File: config.mk
export PLATFORM = sky130hd
export DESIGN_NAME = rvfi_pc_window_check
export DESIGN_NICKNAME = d
export VERILOG_FILES = /design/src/rtl/rvfi_pc_window_check.sv
export SDC_FILE = /design/constraint.sdc
export NUM_CORES = 1
export LEC_CHECK = 0
export BUFFER_PORTS_ARGS = -buffer_cell sky130_fd_sc_hd__buf_2
export CORE_ASPECT_RATIO = 0.7
export CORE_UTILIZATION = 45
export DETAILED_ROUTE_END_ITERATION = 10
export GPL_TIMING_DRIVEN = 0
export PLACE_DENSITY_LB_ADDON = 0.2
export SKIP_CTS_REPAIR_TIMING = 1
export SYNTH_ARGS = -nofsm -noshare
export SYNTH_HDL_FRONTEND = slang
export SYNTH_SLANG_ARGS = --single-unit
File: constraint.sdc
create_clock -name clock -period 9.3 [get_ports clock]
set_input_delay 1.86 -clock clock [delete_from_list [all_inputs] [get_ports clock]]
set_output_delay 1.86 -clock clock [all_outputs]
set_load 0.02 [all_outputs]
File: src/rtl/rvfi_pc_window_check.sv
// rvfi_pc_window_check
//
// Checks PC continuity over a window of WINDOW consecutive rvfi_order values.
// For every slot k of the window it checks that pc_rdata(base+k) equals
// pc_wdata(base+k-1). Entries are matched by order number, so the retire
// channel and the retirement order do not matter. Results are reported on
// status outputs for a surrounding harness to assert on.
//
// Ports
//   clock         system clock
//   resetn        asynchronous active-low reset
//   arm           single-cycle start pulse, samples base_order
//   base_order    rvfi_order of the first checked instruction
//   rvfi_valid    per-channel retire valid
//   rvfi_order    per-channel order, channel i at [64*i +: 64]
//   rvfi_pc_rdata per-channel PC of the retiring instruction
//   rvfi_pc_wdata per-channel next PC
//   busy          checker is collecting
//   done          every slot of the window matched with no failure
//   fail          sticky failure flag
//   fail_code     bit0 = PC mismatch, bit1 = duplicate order
//   fail_slot     lowest slot index failing on the first failing edge
//   checked_cnt   number of slots checked so far

module rvfi_pc_window_check #(
  parameter int XLEN      = 32,
  parameter int NRET      = 1,
  parameter int WINDOW    = 4,
  parameter int ADDR_BITS = XLEN
) (
  input  logic                        clock,
  input  logic                        resetn,
  input  logic                        arm,
  input  logic [63:0]                 base_order,
  input  logic [NRET-1:0]             rvfi_valid,
  input  logic [64*NRET-1:0]          rvfi_order,
  input  logic [XLEN*NRET-1:0]        rvfi_pc_rdata,
  input  logic [XLEN*NRET-1:0]        rvfi_pc_wdata,
  output logic                        busy,
  output logic                        done,
  output logic                        fail,
  output logic [1:0]                  fail_code,
  output logic [$clog2(WINDOW)-1:0]   fail_slot,
  output logic [$clog2(WINDOW+1)-1:0] checked_cnt
);

  localparam int SW = $clog2(WINDOW);
  localparam int CW = $clog2(WINDOW + 1);

  typedef enum logic [1:0] {IDLE, COLLECT, DONE, FAIL} stateT;

  stateT state_q, state_d;

  logic [63:0]                      base_q;
  logic [WINDOW-1:0][ADDR_BITS-1:0] actPc_q, actPc_d;
  logic [WINDOW-1:0][ADDR_BITS-1:0] expPc_q, expPc_d;
  logic [WINDOW-1:0]                actValid_q, expValid_q, checked_q;
  logic                             slot0Free_q;
  logic [CW-1:0]                    checkedCnt_q, checkedCnt_d;
  logic [1:0]                       failCode_q;
  logic [SW-1:0]                    failSlot_q;

  logic              collectEn;
  logic [WINDOW-1:0] actHit, expHit, dupMask;
  logic [WINDOW-1:0] completeMask, mismatchMask, failMask;
  logic [63:0]       actOff, expOff;
  logic [SW-1:0]     failIdx;
  logic              anyFail;

  // Captures and checks only run while collecting; an arm pulse overrides them.
  assign collectEn = (state_q == COLLECT) && !arm;

  // Map each retirement onto the window. Offsets use 64-bit wrap-around so
  // windows straddling order 2^64-1 work. One retirement may fill act[d] and
  // exp[d+1] together. A hit on an already-valid entry, or two channels
  // hitting the same entry on one edge, is a duplicate.
  always_comb begin
    actHit  = '0;
    expHit  = '0;
    dupMask = '0;
    actPc_d = actPc_q;
    expPc_d = expPc_q;
    actOff  = '0;
    expOff  = '0;
    for (int ch = 0; ch < NRET; ch++) begin
      actOff = rvfi_order[64*ch +: 64] - base_q;
      expOff = actOff + 64'd1;
      for (int k = 0; k < WINDOW; k++) begin
        if (collectEn && rvfi_valid[ch] && (actOff == 64'(k))) begin
          if (actValid_q[k] || actHit[k]) dupMask[k] = 1'b1;
          actHit[k]  = 1'b1;
          actPc_d[k] = rvfi_pc_rdata[XLEN*ch +: ADDR_BITS];
        end
        if (collectEn && rvfi_valid[ch] && (expOff == 64'(k))) begin
          if (expValid_q[k] || expHit[k]) dupMask[k] = 1'b1;
          expHit[k]  = 1'b1;
          expPc_d[k] = rvfi_pc_wdata[XLEN*ch +: ADDR_BITS];
        end
      end
    end
  end

  // A slot whose entries are both valid is compared one edge after its last
  // entry was captured. With base 0, slot 0 has no predecessor and always matches.
  always_comb begin
    completeMask = '0;
    mismatchMask = '0;
    checkedCnt_d = checkedCnt_q;
    for (int k = 0; k < WINDOW; k++) begin
      if (collectEn && actValid_q[k] && expValid_q[k] && !checked_q[k]) begin
        if (((k == 0) && slot0Free_q) || (actPc_q[k] == expPc_q[k])) begin
          completeMask[k] = 1'b1;
        end else begin
          mismatchMask[k] = 1'b1;
        end
      end
      checkedCnt_d = checkedCnt_d + CW'(completeMask[k]);
    end
  end

  // Lowest failing slot on this edge, whether mismatch or duplicate.
  always_comb begin
    failMask = dupMask | mismatchMask;
    anyFail  = |failMask;
    failIdx  = '0;
    for (int k = WINDOW - 1; k >= 0; k--) begin
      if (failMask[k]) failIdx = SW'(k);
    end
  end

  always_ff @(posedge clock or negedge resetn) begin
    if (!resetn) state_q <= IDLE;
    else         state_q <= state_d;
  end

  // A failure on the same edge the count completes takes priority over done.
  always_comb begin
    state_d = state_q;
    if (arm) begin
      state_d = COLLECT;
    end else begin
      unique case (state_q)
        COLLECT: begin
          if (anyFail)                           state_d = FAIL;
          else if (checkedCnt_d == CW'(WINDOW))  state_d = DONE;
        end
        default: state_d = state_q;
      endcase
    end
  end

  // Window storage, counters and failure record. Failure fields are written
  // only on the edge that enters FAIL, so they freeze afterwards.
  always_ff @(posedge clock or negedge resetn) begin
    if (!resetn) begin
      base_q       <= '0;
      actPc_q      <= '0;
      expPc_q      <= '0;
      actValid_q   <= '0;
      expValid_q   <= '0;
      checked_q    <= '0;
      slot0Free_q  <= 1'b0;
      checkedCnt_q <= '0;
      failCode_q   <= '0;
      failSlot_q   <= '0;
    end else if (arm) begin
      base_q       <= base_order;
      actValid_q   <= '0;
      expValid_q   <= {{(WINDOW-1){1'b0}}, (base_order == 64'd0)};
      checked_q    <= '0;
      slot0Free_q  <= (base_order == 64'd0);
      checkedCnt_q <= '0;
      failCode_q   <= '0;
      failSlot_q   <= '0;
    end else if (collectEn) begin
      actPc_q      <= actPc_d;
      expPc_q      <= expPc_d;
      actValid_q   <= actValid_q | actHit;
      expValid_q   <= expValid_q | expHit;
      checked_q    <= checked_q | completeMask;
      checkedCnt_q <= checkedCnt_d;
      if (anyFail) begin
        failCode_q <= {|dupMask, |mismatchMask};
        failSlot_q <= failIdx;
      end
    end
  end

  always_comb begin
    busy        = (state_q == COLLECT);
    done        = (state_q == DONE);
    fail        = (state_q == FAIL);
    fail_code   = failCode_q;
    fail_slot   = failSlot_q;
    checked_cnt = checkedCnt_q;
  end

endmodule

==> flow_summary.toml <==
[placed_design]
post-dp-hpwl_um = 57300
place_congestion = 0.960
portBuffers = 205
place_inst = 2954

[synthesis]
ys_ff_latch = 342
synth_edf_count = 0
yosysSeqAreaShare_pct = 40.2
yosys_warnings = 0
syn_area_mm2 = 0.0213
synth_ff_type = "dfrtp_1"
synthAdderAreaFrac_pct = 4.08
synth-xor-area-share_pct = 7.08
synth-simple-area-share_pct = 16.4
syn_inst = 2135
muxShareOfSynthArea_pct = 14.9
yosysUniqueCellTypes = 93
synth_top_family_by_area = "simple AND/OR/NAND/NOR gates"
syn_avg_cell_area_um2 = 9.96
syn_nets = 2398
synth_compound_area_share_pct = 13.4
async_flop_share_pct = 100

[setup_path]
critPathLaunch = "rvfi_order[29]"
r2r_slack_ps = 1910
crit_path_end_kind = "flip-flop"
cp_max_fo = 10
cp.required_ps = 9720
reg2reg_to = "actPc_q[38]"
arrival_ps = 8850
rr_worst_depth = 17
critical_path_class = "in2reg"
timing.rr.start = "base_q[29]"
crit_path_start_kind = "input pin"

[global_route]
grt_max_degree = 129
grt_pass1_vias = 17263
antenna_found_initial = 4
grt_overflow = 0
grt_pass1_wl_um = 108000
grt_use_total_pct = 30.1

[sta]
max_clock_freq_mhz = 119
rsz0062_at_grt = "no"
final_max_slew_viol_count = 0
slew_headroom_pct = 21.3
worst_slew_pin_slew_ps = 1170
setup_viol = 0
final.min_clock_period_ps = 8430
fin_skew_ps = 20.4
post-route-period-util_pct = 90.7
hold_viol = 0

[clock_network]
clk_latency_ps = 550
cts_tree = "built"
cts_buffers = 36
clockBufferDepth = 3
root_buffer = "clkbuf_16"
cts_sinks = 342
cts-htree-levels = 2
clk_pin_slew_ps = 60

[power_and_ir_drop]
p_leak_nw = 12.3
comb_power_share_pct = 24.3
power_density_mw_per_mm2 = 163
peakVddDrop_v = 0.000116
clkPwrFrac_pct = 37.4
power.total_mw = 3.97
internal-power_mw = 2.66
sw_frac_of_total_pct = 32.9
netSwitchingPower_mw = 1.31
pwr-share-seq_pct = 38.3

[finish]
nets = 2643
mostFrequentLayoutCells = "dfrtp_1 (342), mux2_2 (231), buf_2 (219)"
drive_above_1_share_pct = 25.0
num-fill-cells = 4408
final_cells = 3021
layout-area-overhead-vs-synth_pct = 14.3
final_common_cell = "dfrtp_1"

[hold_path]
worstHoldStart = "checked_q[0]"
hold_depth = 1
hold_path_class = "reg2reg"
worstHoldEndpoint = "checked_q[0]"

[flow_run]
maxCapViolations = 0

[floorplanning]
start_util_pct = 45.7
rows = 66
die-area_mm2 = 0.0482
die_w_um = 262
io_pins = 206
die_height_um = 184
core_mm2 = 0.0466

[drt]
initialDrtViolationCount = 1554
routed_wl_um = 72300
drc_errors = 0
wl_per_cell_um = 23.9
via_count = 17985
firstDrtPassIters = 6
ant_nets = 0
via_per_inst = 5.95

[run_status]
outcome = "completed"
## layout make-up
type	instances	area (um2)	area share, %
well taps	612	766	3.15
clock inverters	18	198	0.813
clock buffers	48	986	4.06
plain buffers	93	488	2.01
diodes	1	2.50	0.0103
inverters	89	334	1.37
repair buffers	207	1090	4.49
flip-flops and latches	342	8560	35.2
multi-input cells	1611	11900	48.9
## cells by family (layout without fill, tap and decap cells)
| kind of cell | Yosys count | count (layout) |
|---|---|---|
| compound gates | 436 | 436 |
| xor+xnor | 171 | 171 |
| fa+ha+maj | 67 | 67 |
| buf+inv | 182 | 455 |
| flops | 342 | 342 |
| mux | 274 | 274 |
| other cells | 0 | 1 |
| simple gates | 663 | 663 |
## per-stage QoR
step | setup WS (ps) | util (%) | TNS [ps] | hold slack (ps) | instance area, um2
global placement | -106 | 49.5 | -23510 | 457 | 23100
global route | 788 | 52.2 | 0 | 509 | 24300
CTS | 1250 | 52.2 | 0 | 474 | 24300
finish | 869 | 52.2 | 0 | 473 | 24300
detailed placement | 667 | 49.7 | 0 | 460 | 23100
floorplan | 2340 | - | 0 | 445 | 21300
## routing by layer
layer | global-route usage [%] | vias to the layer above | routed length [um]
met2 | 39.3 | 677 | 27600
met3 | 9.83 | 72 | 7400
met5 | 0 | - | 23
li1 | - | 8287 | -
met4 | 5.33 | 4 | 1150
met1 | 47.4 | 8945 | 36100
## how the worst max path moves through the flow
| stage | end | slack, ps |
|---|---|---|
| CTS | actPc_q[37] | 1250 |
| global route | actPc_q[37] | 790 |
| floorplan | expPc_q[34] | 2340 |
| global placement | base_q[16] | -110 |
| finish | actPc_q[38] | 870 |
| detailed placement | actPc_q[38] | 670 |
## state kept, by name, summed over array words and instances, names as in the netlist
signal	flops
slot0Free_q	1
expPc_q	128
base_q	64
fail_slot	2
checked_q	4
expValid_q	4
state_q	2
checked_cnt	3
actValid_q	4
fail_code	2
actPc_q	128
## power by group through the flow
stage                     combinational (mW)  sequential [mW]  clock, mW
after floorplan                        0.607             1.55          0
after global placement                 0.925             1.55          0
after detailed placement               0.937             1.55          0
after CTS                              0.942             1.52       1.51
after global routing                    1.06             1.52       1.57
final                                  0.966             1.52       1.48
## cell usage after synthesis (12+ instances only)
master	count	share of area [%]
a21o_1	37	1.3
a21oi_1	109	2.6
and2_1	21	0.62
and3_1	12	0.35
buf_2	15	0.35
clkbuf_1	52	0.92
dfrtp_1	342	40
ha_1	63	3.7
inv_1	89	1.6
mux2_2	231	12
mux2_4	29	2.0
mux2i_1	13	0.61
nand2_1	183	3.2
nand3_1	25	0.59
nand4_1	70	2.1
nor2_1	120	2.1
nor3_1	42	0.99
nor4_1	75	2.2
o211ai_1	16	0.56
o21ai_0	134	3.2
or3_1	21	0.62
xnor2_1	26	1.1
xor2_1	144	5.9
## worst max-delay path, cell delays in order
cell and delay [ps]:
buf_2 100, ha_1 270, clkbuf_1 430, nand4_1 360, nor3_1 410, nand2_1 170, a311oi_1 880, or2_1 240
xnor2_1 370, and2_1 250, nand2_1 50, or4_1 480, or4_1 540, nor4_2 780, nand2_1 650, clkbuf_1 560
mux2_2 420
(Power assumes the default switching activity.)
